<file path="src/rtl/imem_axil_rd_slave_pkg.sv">
// Shared bus widths, address window, AXI response codes and read-FSM encoding
// for the instruction-memory AXI-lite read slave.
package imem_axil_rd_slave_pkg;

  localparam int          IMEM_ADDR_W   = 32;
  localparam int          IMEM_DATA_W   = 64;
  localparam logic [31:0] IMEM_MEM_BASE = 32'h8000_0000;
  localparam logic [31:0] IMEM_MEM_SIZE = 32'h0800_0000;

  localparam logic [1:0] RESP_OKAY   = 2'b00;
  localparam logic [1:0] RESP_SLVERR = 2'b10;

  typedef enum logic [1:0] {
    S_IDLE = 2'd0,
    S_WAIT = 2'd1,
    S_READ = 2'd2,
    S_HOLD = 2'd3
  } rd_state_e;

endpackage

</file>
<file path="src/rtl/imem_axil_rd_slave_addr_fifo.sv">
// Outstanding read-address FIFO: DEPTH entries of {oor, addr}, with
// simultaneous push and pop allowed whenever the FIFO is not full.
module imem_addr_fifo
  import imem_axil_rd_slave_pkg::*;
#(
  parameter int W     = IMEM_ADDR_W + 1,
  parameter int DEPTH = 2
) (
  input  logic                     clk,
  input  logic                     rst,
  input  logic                     push,
  input  logic [W-1:0]             push_data,
  input  logic                     pop,
  output logic [W-1:0]             head,
  output logic                     full,
  output logic                     empty,
  output logic [$clog2(DEPTH):0]   count
);

  localparam int PW = $clog2(DEPTH);

  logic [W-1:0] mem [DEPTH];
  logic [PW:0]  wr_ptr;
  logic [PW:0]  rd_ptr;
  logic         do_push;
  logic         do_pop;

  assign do_push = push & ~full;
  assign do_pop  = pop & ~empty;
  assign count   = wr_ptr - rd_ptr;
  assign empty   = (count == '0);
  assign full    = (count == (PW + 1)'(DEPTH));
  assign head    = mem[rd_ptr[PW-1:0]];

  always_ff @(posedge clk) begin
    if (!rst) begin
      wr_ptr <= '0;
      rd_ptr <= '0;
    end else begin
      if (do_push) wr_ptr <= wr_ptr + 1'b1;
      if (do_pop)  rd_ptr <= rd_ptr + 1'b1;
    end
  end

  // Storage carries no reset; validity is tracked entirely by the pointers.
  always_ff @(posedge clk) begin
    if (do_push) mem[wr_ptr[PW-1:0]] <= push_data;
  end

endmodule

</file>
<file path="src/rtl/imem_axil_rd_slave.sv">
// Read-only AXI-lite slave feeding the fetch stage from a synchronous-read
// instruction memory. Optional randomised response delay: IMEM_RAND_DELAY_EN.
//
// state  | meaning
// IDLE   | no outstanding address at the FIFO head
// WAIT   | latency countdown for the head entry
// READ   | memory read strobe (suppressed for out-of-range entries)
// HOLD   | beat presented on R until RREADY
module imem_axil_rd_slave
  import imem_axil_rd_slave_pkg::*;
#(
  parameter int                ADDR_W   = IMEM_ADDR_W,
  parameter int                DATA_W   = IMEM_DATA_W,
  parameter int                DEPTH    = 2,
  parameter int                LATENCY  = 1,
  parameter logic [ADDR_W-1:0] MEM_BASE = ADDR_W'(IMEM_MEM_BASE),
  parameter logic [ADDR_W-1:0] MEM_SIZE = ADDR_W'(IMEM_MEM_SIZE)
) (
  input  logic              clk,
  input  logic              rst,
  input  logic              ARVALID,
  input  logic [ADDR_W-1:0] ARADDR,
  output logic              ARREADY,
  output logic              RVALID,
  input  logic              RREADY,
  output logic [DATA_W-1:0] RDATA,
  output logic [1:0]        RRESP,
  output logic              mem_ren,
  output logic [ADDR_W-1:0] mem_raddr,
  input  logic [DATA_W-1:0] mem_rdata
);

  localparam int                CW         = $clog2(DEPTH) + 1;
  localparam int                CNT_W      = 5;
  localparam logic [ADDR_W-1:0] ALIGN_MASK = ~ADDR_W'(DATA_W / 8 - 1);

  rd_state_e         state;
  rd_state_e         state_d;
  logic [CNT_W-1:0]  cnt;
  logic [CNT_W-1:0]  cnt_d;
  logic [CNT_W-1:0]  cnt_load;
  logic              first_q;
  logic [DATA_W-1:0] rdata_q;
  logic [DATA_W-1:0] rdata_now;
  logic [ADDR_W:0]   ar_off;
  logic              ar_oor;
  logic              push;
  logic              pop;
  logic              more;
  logic              fifo_full;
  logic              fifo_empty;
  logic [CW-1:0]     fifo_count;
  logic [ADDR_W:0]   head;
  logic              head_oor;
  logic [ADDR_W-1:0] head_addr;

  // One extra bit so an address below the base shows up as a borrow.
  assign ar_off  = {1'b0, ARADDR} - {1'b0, MEM_BASE};
  assign ar_oor  = ar_off[ADDR_W] | (ar_off[ADDR_W-1:0] >= MEM_SIZE);

  assign ARREADY = rst & ~fifo_full;
  assign push    = ARVALID & ARREADY;
  assign RVALID  = (state == S_HOLD);
  assign pop     = RVALID & RREADY;
  assign more    = (fifo_count > CW'(1)) | push;

  imem_addr_fifo #(
    .W     (ADDR_W + 1),
    .DEPTH (DEPTH)
  ) u_addr_fifo (
    .clk       (clk),
    .rst       (rst),
    .push      (push),
    .push_data ({ar_oor, ARADDR}),
    .pop       (pop),
    .head      (head),
    .full      (fifo_full),
    .empty     (fifo_empty),
    .count     (fifo_count)
  );

  assign {head_oor, head_addr} = head;
  assign mem_raddr = head_addr & ALIGN_MASK;

`ifdef IMEM_RAND_DELAY_EN
  logic [7:0] lfsr;

  always_ff @(posedge clk) begin
    if (!rst) lfsr <= 8'hA5;
    else      lfsr <= {lfsr[6:0], lfsr[7] ^ lfsr[5] ^ lfsr[4] ^ lfsr[3]};
  end

  assign cnt_load = CNT_W'(LATENCY) + CNT_W'(lfsr[2:0]);
`else
  assign cnt_load = CNT_W'(LATENCY);
`endif

  always_ff @(posedge clk) begin
    if (!rst) begin
      state   <= S_IDLE;
      cnt     <= '0;
      first_q <= 1'b0;
      rdata_q <= '0;
    end else begin
      state   <= state_d;
      cnt     <= cnt_d;
      first_q <= (state == S_READ);
      if (state == S_HOLD && first_q) rdata_q <= rdata_now;
    end
  end

  // Memory data arrives in the first HOLD cycle; it is passed through then
  // and served from rdata_q for the rest of a stalled beat.
  assign rdata_now = head_oor ? '0 : mem_rdata;
  assign RDATA     = (state == S_HOLD && first_q) ? rdata_now : rdata_q;
  assign RRESP     = (state == S_HOLD && head_oor) ? RESP_SLVERR : RESP_OKAY;

  always_comb begin
    state_d = state;
    cnt_d   = cnt;
    mem_ren = 1'b0;
    case (state)
      S_IDLE: begin
        if (!fifo_empty) begin
          state_d = S_WAIT;
          cnt_d   = cnt_load;
        end
      end
      S_WAIT: begin
        if (cnt <= CNT_W'(1)) state_d = S_READ;
        else                  cnt_d   = cnt - CNT_W'(1);
      end
      S_READ: begin
        mem_ren = ~head_oor;
        state_d = S_HOLD;
      end
      S_HOLD: begin
        if (RREADY) begin
          if (more) begin
            state_d = S_WAIT;
            cnt_d   = cnt_load;
          end else begin
            state_d = S_IDLE;
          end
        end
      end
      default: state_d = S_IDLE;
    endcase
  end

endmodule

</file>
<file path="config.mk">
export PLATFORM = sky130hd
export DESIGN_NAME = imem_axil_rd_slave
export DESIGN_NICKNAME = d
export VERILOG_FILES = /design/src/rtl/imem_axil_rd_slave_pkg.sv /design/src/rtl/imem_axil_rd_slave_addr_fifo.sv /design/src/rtl/imem_axil_rd_slave.sv
export SDC_FILE = /design/constraint.sdc
export NUM_CORES = 1
export LEC_CHECK = 0
export CELL_PAD_IN_SITES_DETAIL_PLACEMENT = 1
export CELL_PAD_IN_SITES_GLOBAL_PLACEMENT = 1
export CORE_MARGIN = 2
export CORE_UTILIZATION = 38
export CTS_CLUSTER_SIZE = 20
export DETAILED_ROUTE_END_ITERATION = 7
export GPL_TIMING_DRIVEN = 0
export PLACE_DENSITY = 0.86
export SYNTH_ARGS = -nofsm -noshare
export SYNTH_HDL_FRONTEND = slang
export SYNTH_HIERARCHICAL = 1
export SYNTH_SLANG_ARGS = --single-unit
</file>
<file path="constraint.sdc">
create_clock -name clk -period 8.3 [get_ports clk]
set_input_delay 1.66 -clock clk [delete_from_list [all_inputs] [get_ports clk]]
set_output_delay 1.66 -clock clk [all_outputs]
set_load 0.005 [all_outputs]
</file>
# Word level (Yosys, flattened, before mapping)
# Memories as Yosys holds them, arrays and structs flattened. A register that Yosys moved wholly into a read port is not among the register bits.
# Cells that the tools add are included.
dict set report classes {
  add_sub_neg 5
  order_cmp 3
  n_eq_ne 9
  muxes 18
  bitwise_logic 10
  reduce_logical 7
}
# cell count
set ops {}
lappend ops {{64-bit 2-to-1 mux} 2}
lappend ops {{32-bit by 32-bit subtractor with 33-bit output, second input constant} 1}
lappend ops {{32-bit by 28-bit >= comparator with 1-bit output, second input constant} 1}
lappend ops {{5-bit 2-to-1 mux} 4}
lappend ops {{5-bit case mux with 3 select lines} 1}
lappend ops {{2-bit 2-to-1 mux} 4}
lappend ops {{2-bit case mux with 4 select lines} 1}
lappend ops {{2-bit equality test, second input constant} 3}
lappend ops {{1-bit 2-to-1 mux} 6}
lappend ops {{2-bit != test, second input constant} 3}
lappend ops {{1-bit bitwise AND} 5}
lappend ops {{5-bit by 1-bit less-or-equal comparator with 1-bit output, second input constant} 1}
lappend ops {{5-bit AND reduction} 1}
lappend ops {{5-bit by 1-bit subtractor with 5-bit output, second input constant} 1}
lappend ops {{2-bit by 1-bit adder with 2-bit output, second input constant} 2}
lappend ops {{2-bit zero test} 2}
lappend ops {{2-bit by 1-bit != test with 1-bit output, second input constant} 2}
lappend ops {{1-bit NOT} 3}
lappend ops {{3-bit AND reduction} 1}
lappend ops {{3-bit nonzero test} 1}
lappend ops {{2-bit by 1-bit equality test with 1-bit output, second input constant} 1}
lappend ops {{2-bit by 1-bit > comparator with 1-bit output, second input constant} 1}
lappend ops {{1-bit logical AND} 2}
lappend ops {{1-bit bitwise OR} 2}
lappend ops {{2-bit subtractor} 1}
dict set report word_totals {
  register_bits 76
  mem_bits_rw 66
  in_bits 100
  output_inout_bits 101
  mem_count 1
}
# name words word_bits read_ports rd_ports_with_merged_regs wr line_no
set mem_list {}
lappend mem_list {u_addr_fifo.mem 2 33 1 1 1 imem_axil_rd_slave_addr_fifo.sv:22} ;# logic [W-1:0] mem [DEPTH];

# Logic depth before layout (Yosys ltp)
# Gate-level depths: netlist (run 1).
dict set report logic_depth {
  word_depth 9
  depth_mapped 9
  mapped_depth_nobuf 8
}

# Modules after synthesis
# Netlist (run 1), hierarchy kept.
# module instances cells_each area_per_inst_um2 seq_area_each_um2
set modules_own_cells {}
lappend modules_own_cells {imem_axil_rd_slave 1 422 3394.5 1441.4}
lappend modules_own_cells {imem_addr_fifo 1 142 2707.6 2082.0}

# Least setup slack after synthesis (run 1)
# Ideal clock, no wire load.
dict set report synth_timing {
  path_type {input-to-reg}
  startpoint {input port ARVALID}
  endpoint {memory u_addr_fifo/mem[0][0] (netlist name) (enable)}
  t_arrival_ns 4.413
  required_time_ns 7.829
  path_slack_ns 3.416
  path_stages 2
  n_path_buf 0
  path_cell_list {and3b_1 > nor3b_1}
}
dict set report synth_via {
  elab_chain_cells 4
}
# item line_no
set synth_lines {}
lappend synth_lines {{start, declared} imem_axil_rd_slave.sv:21} ;# input logic ARVALID,
lappend synth_lines {{1-bit bitwise AND} imem_axil_rd_slave.sv:62} ;# assign push = ARVALID & ARREADY;
lappend synth_lines {{1-bit bitwise AND} imem_axil_rd_slave_addr_fifo.sv:28} ;# assign do_push = push & ~full;
lappend synth_lines {{1-bit 2-to-1 mux} imem_axil_rd_slave_addr_fifo.sv:47} ;# if (do_push) mem[wr_ptr[PW-1:0]] <= push_data;
lappend synth_lines {{1-bit 2-to-1 mux (not written as such)} imem_axil_rd_slave_addr_fifo.sv:47}
lappend synth_lines {{end, declared} imem_axil_rd_slave_addr_fifo.sv:22}
# Every way passes these cells.

# Worst setup path in the final report (run 1)
dict set report layout_timing {
  startpoint {input port rst}
  endpoint {output port ARREADY}
}
dict set report layout_via {
  elab_chain_cells 1
}
# item line_no
set layout_lines {}
lappend layout_lines {{start, declared} imem_axil_rd_slave.sv:20} ;# input logic rst,
lappend layout_lines {{1-bit bitwise AND} imem_axil_rd_slave.sv:61} ;# assign ARREADY = rst & ~fifo_full;
lappend layout_lines {{end, declared} imem_axil_rd_slave.sv:23} ;# output logic ARREADY,
# Every way passes these cells.

==> results.txt, run 1 <==
- The run finished with clean final reports.
* Cell area after synthesis: 5890 um^2
- After floorplanning, the core was divided into 45 placement rows.
* Top-level I/O count: 201
- Mean area per synthesized cell: 10.6 um^2
* Total routed wirelength: 17,800 um
- Switching power: 0.000436 W
* Period minus WS final: 5.24 ns
- Counting every instance in the synthesized netlist gives 555.
- STA classifies the critical path endpoint as a primary output.
- The number of global-route vias before repair was 5,488.
- CTS tree: done
- Fraction of power consumed by the clock network: 0.422
- Setup Fix Bufs, Post-CTS: 0
- The H-tree generated during clock tree synthesis spans 4 levels.
- Chip Height: 128 um
* First-pass GRT wire length: 27,800 um
- In this run the worst hold path is classified as flip-flop to flip-flop.
- 0 antenna diodes ended up in the layout.
- Final worst clock skew: 0.00580 ns
* Maximum clock insertion buffer count: 2
- At the end of routability-driven placement, the weighted congestion stood at 0.801.
* Hold bufs inserted after CTS: 0
* Worst slew pin tran: 0.902 ns
* Post_cts resized: 0
- Of the total power, the share spent switching nets is 0.249.
* Total power draw: 0.00175 W
- Floorplan die area: 16,500 um^2
* Internal power summed over all cells: 0.00131 W
- The share of total power dissipated in combinational logic is 0.150.
- In this run the static leakage power is 3.06 nW.
* Number of DRC markers after the initial detailed-route iteration: 144
- Die width: 128 um
* Clock tree root driver cell: clkbuf_16
* Core Area: 15,100 um^2
- In the final timing run, aggregate negative setup slack is 0 ns.
- Initial antenna violation count: 0
- The worst setup path is of the input port to primary output kind.
- Of the total power, registers draw 0.428.
- Across the whole layout, storage elements account for 3340 um^2.
* Via/cell ratio: 4.96
- In this run, CTS created clock tree buffers numbering 17.
- The detailed router placed 4,823 vias in this run.
- GRT Overall Usage: 0.218
- Maximum number of pins on one net before global-route repair: 31
- Final setup violation count: 0
- Number of I/O port buffers: 193
- The tool flagged a number of max-cap violations equal to 0.
- Measured against its own limit, the worst slew margin works out to 0.397.
- Yosys printed 6 warnings.
- VDD sags by at most 0.158 mV.
* WL per Instance: 18.4 um
- The area growth from synthesis to layout is 47.4%.
- The worst setup path is launched from an input port.
- Setup repair after global routing left no endpoint under its margin.
- Peak fanout along the critical path: 10
- The HPWL after detailed placement is 12,900 um.
- Timing would allow up to 191 MHz.
* First-pass DRT Iterations: 4
- For this configuration, the core starts out at a cell density of 0.389.
- The final number of hold-violating endpoints was 0.
- Clk slew on worst S/H paths: 0.06 ns
- In this run the power density over the cells is 201 nW/um^2.
- For this run, design rule violations remaining after detail routing come to 0.
* Total global routing overflow: 0
* Critical path arrival: 3.58 ns
- Final period utilization: 0.631
* Multi-input combinational cell area: 2350 um^2
* Filler Cells Inserted: 1,645
* Data required time at the worst endpoint: 6.64 ns
- Fraction of layout cells with a size suffix above 1: 0.121
- For the worst-skew pair, the clock arrives at the later sink with an insertion delay of 0.41 ns.
- Final net count: 879
* Antenna Violating Nets Remaining: 0
* Number of sinks handled by clock tree synthesis: 137
* Final Max Tran Viols: 0
[worst max-delay path, cell delays in order]
cell	delay, ns
clkdlybuf4s50_1	0.51
clkbuf_1	0.46
inv_1	0.28
nor2_1	0.15
clkdlybuf4s50_1	0.52
[stage by stage]
stage / cells / hold WS (ns) / utilization / instance area [um^2] / setup WS [ns]
floorplan: 558 / 0.490 / - / 5900 / 3.64
finish: 972 / 0.557 / 0.573 / 8680 / 3.06
CTS: 972 / 0.551 / 0.573 / 8680 / 3.02
global placement: 939 / 0.516 / 0.533 / 8070 / 1.98
global route: 972 / 0.589 / 0.573 / 8680 / 2.91
detailed placement: 941 / 0.533 / 0.535 / 8100 / 3.02
[layer usage]
layer | up-vias | wire length, um | global-route usage
li1 | 2301 | - | -
met1 | 2343 | 6930 | 0.234
met2 | 144 | 9450 | 0.405
met3 | 35 | 924 | 0.0553
met4 | 0 | 545 | 0.0937
met5 | - | 0 | 0
[cells in the final DEF (no fill, tap or decap), types with 4 or more instances in the layout]
| cell type | instances |
|---|---|
| buf_2 | 12 |
| edfxtp_1 | 60 |
| nand2b_1 | 66 |
| clkinvlp_4 | 6 |
| nand2_1 | 73 |
| buf_4 | 5 |
| o21ai_1 | 46 |
| dfxtp_1 | 77 |
| and2_1 | 68 |
| mux2_2 | 30 |
| inv_1 | 7 |
| clkdlybuf4s50_1 | 193 |
| clkbuf_1 | 19 |
| clkbuf_16 | 17 |
| ha_1 | 7 |
| conb_1 | 4 |
| o21ai_0 | 20 |
| nor2_1 | 13 |
[path summary, 6_finish.rpt]
kind | start | endpoint | slack, ns | cells after the start
worst max-delay path | rst | ARREADY | 3.06 | 5
worst min-delay path | cnt[2] | cnt[2] | 0.56 | 2
worst max register to register | u_addr_fifo/wr_ptr[0] | u_addr_fifo/mem[0][17] | 5.20 | 9
worst min register to register | cnt[2] | cnt[2] | 0.56 | 2
[cell type report]
cell class / instances / share of cell area
plain buffers: 39 / 0.0216
clock inverters: 14 / 0.0173
well taps: 188 / 0.0271
clock buffers: 17 / 0.0490
flip-flops and latches: 137 / 0.385
repair buffers: 195 / 0.225
multi-input cells: 374 / 0.271
inverters: 8 / 0.00346
[sequential cells by signal, summed over array words and instances (netlist names), named ones only]
register,cells
u_addr_fifo/wr_ptr,2
u_addr_fifo/rd_ptr,2
rdata_q,64
u_addr_fifo/mem,60
cnt,5
first_q,1
state,2
[power groups by stage]
stage / combinational [W] / clock, W / sequential [W]
floorplan: 0.000143 / 0 / 0.000756
global placement: 0.000244 / 0 / 0.000758
detailed placement: 0.000262 / 0 / 0.000761
CTS: 0.000265 / 0.000755 / 0.000747
global route: 0.000285 / 0.000781 / 0.000749
finish: 0.000262 / 0.000738 / 0.000747
(Power assumes the default switching activity.)
==> run 2, diff against run 1 <==
--- a/config.mk
+++ b/config.mk
@@ -8,11 +8,11 @@
 export CELL_PAD_IN_SITES_DETAIL_PLACEMENT = 1
 export CELL_PAD_IN_SITES_GLOBAL_PLACEMENT = 1
 export CORE_MARGIN = 2
-export CORE_UTILIZATION = 38
+export CORE_UTILIZATION = 32
 export CTS_CLUSTER_SIZE = 20
 export DETAILED_ROUTE_END_ITERATION = 7
 export GPL_TIMING_DRIVEN = 0
-export PLACE_DENSITY = 0.86
+export PLACE_DENSITY = 0.77
 export SYNTH_ARGS = -nofsm -noshare
 export SYNTH_HDL_FRONTEND = slang
 export SYNTH_HIERARCHICAL = 1
==> constraint.sdc (replaced) <==
create_clock -name clk -period 4.8 [get_ports clk]
set_input_delay 0.96 -clock clk [delete_from_list [all_inputs] [get_ports clk]]
set_output_delay 0.96 -clock clk [all_outputs]
set_load 0.005 [all_outputs]
==> run 2 against run 1 <==
Die area rose by 18%. Register-to-register slack got worse by 3.4 ns. Sequential share of layout area fell by 0.45 points. Critical endpoint is now RDATA[52].
==> results.txt, run 2 (synthesis gave the netlist of run 1 again) <==
* Result of the run: complete, no violations
- The die span in x was 140 um (+8.7%).
- Worst hold path class: flip-flop to flip-flop
- Final worst clock skew: 0.0118 ns (+0.00604 ns)
* Worst slew margin relative to its limit: 0.382 (-0.0147)
- Global-route track usage on met1: 0.202 (-0.0314)
- Peak fanout along the critical path: 10 (unchanged)
* Final setup violation count: 0 (unchanged)
- Antenna cells: 0 (unchanged)
- The net count of the finished layout was 879 (unchanged).
- The total negative slack for setup checks came to 0 ns (unchanged).
* Reg2Reg Launch Point: u_addr_fifo/wr_ptr[0]
- Final Max Tran Viols: 0 (unchanged)
* Pwr Density: 355 nW/um^2 (+76%)
- Final HPWL from detailed placement: 12,800 um (-0.88%)
- Cell family contributing the most delay on the critical path: buffers and inverters
- The number of maximum-capacitance violations came to 0 (unchanged).
* Hold path startpoint: cnt[2]
- met2 is the most crowded layer.
- Clock tree synthesis selected as its root buffer the cell clkbuf_16.
- Based on the critical path, the design can be clocked at up to 250 MHz.
* Most common cell after layout, fill and taps aside: clkdlybuf4s50_1
- The maximum clock insertion buffer count came to 2 (unchanged).
- CTS H-Tree Depth: 4 (unchanged)
- Number of vias after detailed routing: 4,748 (-1.6%)
- The slack of the worst reg-to-reg path came to 1.82 ns (-3.38 ns).
* Core Area: 18,000 um^2 (+19%)
* Chip Height: 140 um (+8.7%)
- The ratio of cells with drive above 1 in the final layout is 0.120 (-0.00143).
- Period minus WS final: 4.00 ns
- Data required time at the worst endpoint: 3.84 ns (-2.80 ns)
- The length of the first detailed-routing pass in iterations came to 4 (unchanged).
* Number of DRC markers after the initial detailed-route iteration: 195 (+35%)
- The number of I/O pins came to 201 (unchanged).
- The leakage power summed over all cells came to 3.10 nW (+1.3%).
* Filler Cells Inserted: 1,968 (+20%)
- Bufs and invs on worst path: 5 (+1)
- The routing usage on met2 is 0.310 (-0.0956).
- Most used cells in the layout excluding fill and tap cells: clkdlybuf4s50_1, dfxtp_1, nand2_1
* Effective utilization at floorplan: 0.327 (-0.0621)
- Setup Fix Bufs, Post-CTS: 0 (unchanged)
* Cells traversed along the worst timing path: buf_2, buf_2, mux2_2, clkbuf_1, clkbuf_1, nand2b_1, o21ai_1, clkdlybuf4s50_1
- Post_cts resized: 0 (unchanged)
* Most flop-heavy register: rdata_q
- IR Drop Worst-Case VDD: 0.258 mV (+63%)
* Hold bufs inserted after CTS: 0 (unchanged)
- The detail-routed net length per standard cell was 16.6 um (-9.5%).
- Maximum number of pins on one net before global-route repair: 31 (unchanged)
- The worst register-to-register path ends at u_addr_fifo/mem[0][31].
* CTS Buf Count: 17 (unchanged)
- Critical Path Max Stage Delay: 0.58 ns (+0.06 ns)
- Startpoint types: flip-flop
* Critical path arrival: 3.04 ns (-0.54 ns)
- The count of port buffers added during placement is 193 (unchanged).
* Final weighted congestion in routability-driven placement: 0.794 (-0.84%)
- Cell with the largest stage delay on the worst path: clkdlybuf4s50_1
- The placement row count is 49 (+8.9%).
* Number of stages on the worst hold path: 2 (unchanged)
- Endpoint with the worst hold slack: cnt[2]
* Total routed wirelength: 16,900 um (-5.6%)
- Final period utilization: 0.832
- DRC violations left: 0 (unchanged)
- Total global routing overflow: 0 (unchanged)
* Number of hold violations in the final report: 0 (unchanged)
- Setup repair after global routing left no endpoint under its margin.
- Clk slew on worst S/H paths: 0.06 ns (about the same)
- The number of sinks handled by clock tree synthesis was 137 (unchanged).
- Number of global-route vias before repair: 5,202 (-5.2%)
* CTS tree: done
- The total global-route track usage was 0.176 (-0.0425).
- The number of antenna-violating nets in the routed design is 0 (unchanged).
- Number of non-filler instances in the completed layout: 1,014 (+4.3%)
- Largest register FFs: 64 (unchanged)
- The met3 track utilization from global routing is 0.0430 (-0.0123).
* Floorplan die area: 19,500 um^2 (+18%)
- Nature of the critical path endpoint: primary output
- First-pass GRT wire length: 27,000 um (-2.8%)
- Via/cell ratio: 4.68 (-5.6%)
- # placed instances: 982 (+4.4%)
- Latest clock arrival within the worst-skew pair: 0.42 ns (about the same)
- FF-to-FF path depth: 9 (unchanged)
- The pin slew with the least headroom to its limit was 0.924 ns (+0.0220 ns).
- The critical path in this run is classified as flip-flop to primary output.
* Initial antenna violation count: 0 (unchanged)
* Layout-stage area growth over the synthesis result: 49.1%
[run 2: through the flow]
stage	total power, W	util	hold slack (ns)	setup slack, ns	area (um^2)
after CTS	0.00315	0.487	0.552	0.731	8780
after global placement	0.00173	0.450	0.510	-0.845	8120
after detailed placement	0.00177	0.453	0.536	0.814	8160
after global routing	0.00324	0.487	0.585	0.503	8780
final	0.00312	0.487	0.555	0.805	8780
after floorplan	0.00155	-	0.490	0.759	5900
[run 2: layout make-up]
cell class | instances | area, um^2 | area share
Sequential cell | 137 | 3340 | 0.381
Multi-Input combinational cell | 374 | 2350 | 0.268
Timing Repair Buffer | 195 | 1960 | 0.223
Clock buffer | 19 | 433 | 0.0493
Tap cell | 229 | 287 | 0.0326
Clock inverter | 13 | 190 | 0.0217
Buffer | 39 | 188 | 0.0214
Inverter | 8 | 30.0 | 0.00342
[run 2: report_power, final]
part           internal, W  total (W)  switching (W)
clock network     0.000874    0.00137       0.000500
registers          0.00126    0.00129      0.0000272
logic             0.000244   0.000456       0.000212
total              0.00238    0.00312       0.000739
[run 2: tightest hold or removal path: cells and delay by family, from the launching register on]
| family | cells | cell delay, ns |
|---|---|---|
| compound gates | 1 | 0.06 |
| simple gates | 1 | 0.08 |
| flops | 1 | 0.36 |
[run 2: worst max path at each step]
stage | startpoint | end | slack (ns) | cells past startpoint
floorplan | u_addr_fifo/wr_ptr[0] | u_addr_fifo/mem[0][10] | 0.76 | 7
global placement | rst | u_addr_fifo/mem[0][21] | -0.85 | 3
detailed placement | rst | ARREADY | 0.81 | 5
CTS | flip-flop | RDATA[25] | 0.73 | 8
global route | flip-flop | RDATA[25] | 0.50 | 8
finish | flip-flop | RDATA[52] | 0.80 | 8
[run 2: metal layers]
metal	wire, um	up-vias
met2	8620	141
met1	6990	2273
met5	0	-
met3	782	29
li1	-	2305
met4	456	0
==> run 3, diff against run 2 <==
--- a/config.mk
+++ b/config.mk
@@ -8,11 +8,11 @@
 export CELL_PAD_IN_SITES_DETAIL_PLACEMENT = 1
 export CELL_PAD_IN_SITES_GLOBAL_PLACEMENT = 1
 export CORE_MARGIN = 2
-export CORE_UTILIZATION = 32
+export CORE_UTILIZATION = 35
 export CTS_CLUSTER_SIZE = 20
 export DETAILED_ROUTE_END_ITERATION = 7
 export GPL_TIMING_DRIVEN = 0
-export PLACE_DENSITY = 0.77
+export PLACE_DENSITY = 0.8
 export SYNTH_ARGS = -nofsm -noshare
 export SYNTH_HDL_FRONTEND = slang
 export SYNTH_HIERARCHICAL = 1
==> constraint.sdc (replaced) <==
create_clock -name clk -period 4.1 [get_ports clk]
set_input_delay 0.82 -clock clk [delete_from_list [all_inputs] [get_ports clk]]
set_output_delay 0.82 -clock clk [all_outputs]
set_load 0.005 [all_outputs]
==> run 3 against run 2 <==
Largest cell class unchanged. Via count increased by 2.1%. Sequential cell count is the same. Largest power group is now registers. Utilization grew 4.0 points. Highest routed layer unchanged. Critical path type unchanged.
==> results.txt, run 3 (synthesis gave the netlist of run 1 again) <==
* Hold bufs inserted after CTS: 0 (unchanged)
- The overall power of the completed layout was 0.00351 W (+12%).
* Antenna Violating Nets Remaining: 0 (unchanged)
* Number of vias after detailed routing: 4,846 (+2.1%)
- Clk slew on worst S/H paths: 0.06 ns (about the same)
- The insertion delay to the later sink of the worst-skew pair is 0.42 ns (about the same).
* Post_cts resized: 0 (unchanged)
* Terminus of the critical flop-to-flop path: u_addr_fifo/mem[0][26]
- First-pass DRT Iterations: 4 (unchanged)
- Standby leakage power: 3.06 nW (-1.1%)
- CTS tree: done
- The routability congestion estimate from global placement is 0.830 (+4.6%).
- Final worst clock skew: 0.00829 ns (-0.00354 ns)
- CTS H-Tree Depth: 4 (unchanged)
* Floorplan die area: 17,900 um^2 (-8.3%)
- Worst slew pin tran: 0.899 ns (-0.0253 ns)
- The min-delay analysis places its worst path in the category flip-flop to flip-flop.
* Via/cell ratio: 4.83 (+3.1%)
- The setup-violating endpoint count in the final report is 0 (unchanged).
- The endpoint arrival time on the critical path is 3.03 ns (about the same).
* Setup repair after global routing missed its margin: false
- First-pass GRT wire length: 27,600 um (+2.2%)
* Pwr Density: 403 nW/um^2 (+13%)
* Layout-stage area growth over the synthesis result: 47.9%
- Number of stages on the worst hold path: 2 (unchanged)
- R2R setup slack: 1.18 ns (-0.64 ns)
* Reg2Reg Launch Point: u_addr_fifo/wr_ptr[0]
- Number of global-route vias before repair: 5,274 (+1.4%)
* Die width: 134 um (-4.3%)
* Final HPWL from detailed placement: 13,300 um (+4.1%)
- The net count of the finished layout was 879 (unchanged).
* FF-to-FF path depth: 9 (unchanged)
- The detail-routed net length per standard cell is 17.5 um (+5.1%).
* Number of sinks handled by clock tree synthesis: 137 (unchanged)
- The buffers inserted during post-CTS setup optimization came to 0 (unchanged).
- The die height is 134 um (-4.3%).
- The final number of hold-violating endpoints came to 0 (unchanged).
* Final Max Tran Viols: 0 (unchanged)
* Top-level I/O count: 201 (unchanged)
- Most common cell after layout, fill and taps aside: clkdlybuf4s50_1
* Peak fanout along the critical path: 10 (unchanged)
- Final period utilization: 0.940
- Maximum number of pins on one net before global-route repair: 31 (unchanged)
* Std-Cell Rows: 47 (-4.1%)
- Worst slew margin relative to its limit: 0.399 (+0.0169)
- Number of I/O port buffers: 193 (unchanged)
* CTS Buf Count: 17 (unchanged)
* Effective utilization at floorplan: 0.356 (+0.0297)
* Number of DRC markers after the initial detailed-route iteration: 201 (+3.1%)
- Result of the run: complete, no violations
- Hold path startpoint: u_addr_fifo/wr_ptr[1]
* Data required time at the worst endpoint: 3.28 ns (-0.56 ns)
- The maximum clock insertion buffer count is 2 (unchanged).
- By startpoint and endpoint, the worst setup path is classified as flip-flop to primary output.
- rdata_q holds more flip-flops than any other register.
* Cell family contributing the most delay on the critical path: buffers and inverters
- In the layout the commonest cells are clkdlybuf4s50_1, dfxtp_1, nand2_1.
- DRC violations left: 0 (unchanged)
- STA classifies the critical path endpoint as a primary output.
- Initial antenna violation count: 0 (unchanged)
* Total negative slack for setup checks: 0 ns (unchanged)
* GRT Overall Usage: 0.200 (+0.0246)
- The combined buffer and inverter count along the critical path came to 5 (unchanged).
- Startpoint types: flip-flop
* Total routed wirelength: 17,500 um (+4.0%)
* Core Area: 16,500 um^2 (-8.3%)
- Endpoint with the worst hold slack: u_addr_fifo/rd_ptr[1]
- The diode insertion count for antenna repair is 0 (unchanged).
- The maximum vdd drop was 0.278 mV (+8.0%).
* Cells traversed along the worst timing path: buf_2, clkbuf_4, mux2_2, clkbuf_1, buf_1, nand2b_1, o21ai_1, clkdlybuf4s50_1
- The number of maximum-capacitance violations was 0 (unchanged).
- Period minus WS final: 3.85 ns
- For this run, the top clock speed supported by timing is 259 MHz.
- Fraction of layout cells with a size suffix above 1: 0.119 (-0.00112)
* Tightest hold margin: 0.556 ns (+0.000371 ns)
- Total global routing overflow: 0 (unchanged)
* Utilization after layout: 0.527 (+0.0399)
* Critical Path Max Stage Delay: 0.57 ns (about the same)
- The flip-flop count of the largest register after layout was 64 (unchanged).
* Cell with the largest stage delay on the worst path: clkdlybuf4s50_1
- Clock tree root driver cell: clkbuf_16
## run 3: changes by cell type in the layout (fill, tap and decap cells not counted), sizes merged
| cell | change |
|---|---|
| bufinv | -2 |
| inv | -1 |
| clkinvlp | +2 |
## run 3: per-layer routing
layer,routed length [um],GRT usage
met5,0,0
met4,268,0.0703
met3,905,0.0575
met2,9440,0.370
met1,6910,0.217
## run 3: area by class of cell
class / count / area [um^2]
inverter: 8 / 30.0
tap: 220 / 275
multi-input combinational: 374 / 2350
clock inverter: 12 / 126
clock buffer: 19 / 433
buffer: 39 / 191
sequential: 137 / 3340
fill: 1769 / 7820
timing repair buffer: 195 / 1960
## run 3: worst max-delay path by stage
| stage | endpoint | slack, ns | cells after the start |
|---|---|---|---|
| after global placement | u_addr_fifo/mem[0][8] | -1.47 | 3 |
| after global routing | RDATA[54] | 0.02 | 8 |
| final | RDATA[54] | 0.25 | 8 |
| after floorplan | u_addr_fifo/mem[0][10] | 0.06 | 7 |
| after detailed placement | ARREADY | 0.45 | 5 |
| after CTS | RDATA[24] | 0.12 | 8 |
## run 3: metrics by stage
| stage | instances | cell area [um^2] | worst slack [ns] |
|---|---|---|---|
| CTS | 1004 | 8700 | 0.125 |
| detailed placement | 973 | 8150 | 0.451 |
| global route | 1004 | 8710 | 0.0180 |
| global placement | 971 | 8110 | -1.47 |
| floorplan | 558 | 5900 | 0.0588 |
| finish | 1004 | 8710 | 0.246 |
## run 3: worst register-to-register path, delay by kind of cell, from the launching register on
kind	cells	cell delay (ns)
adders and majority gates	1	0.29
DFF	1	0.42
buffers and inverters	5	0.77
and+or+nand+nor	3	1.16
## run 3: power breakdown
group | total, W | switching, W | leakage (nW) | internal [W]
sequential | 0.00151 | 0.0000329 | 1.17 | 0.00148
clock | 0.00146 | 0.000575 | 0.263 | 0.000888
combinational | 0.000534 | 0.000248 | 1.63 | 0.000285
total | 0.00351 | 0.000856 | 3.06 | 0.00265
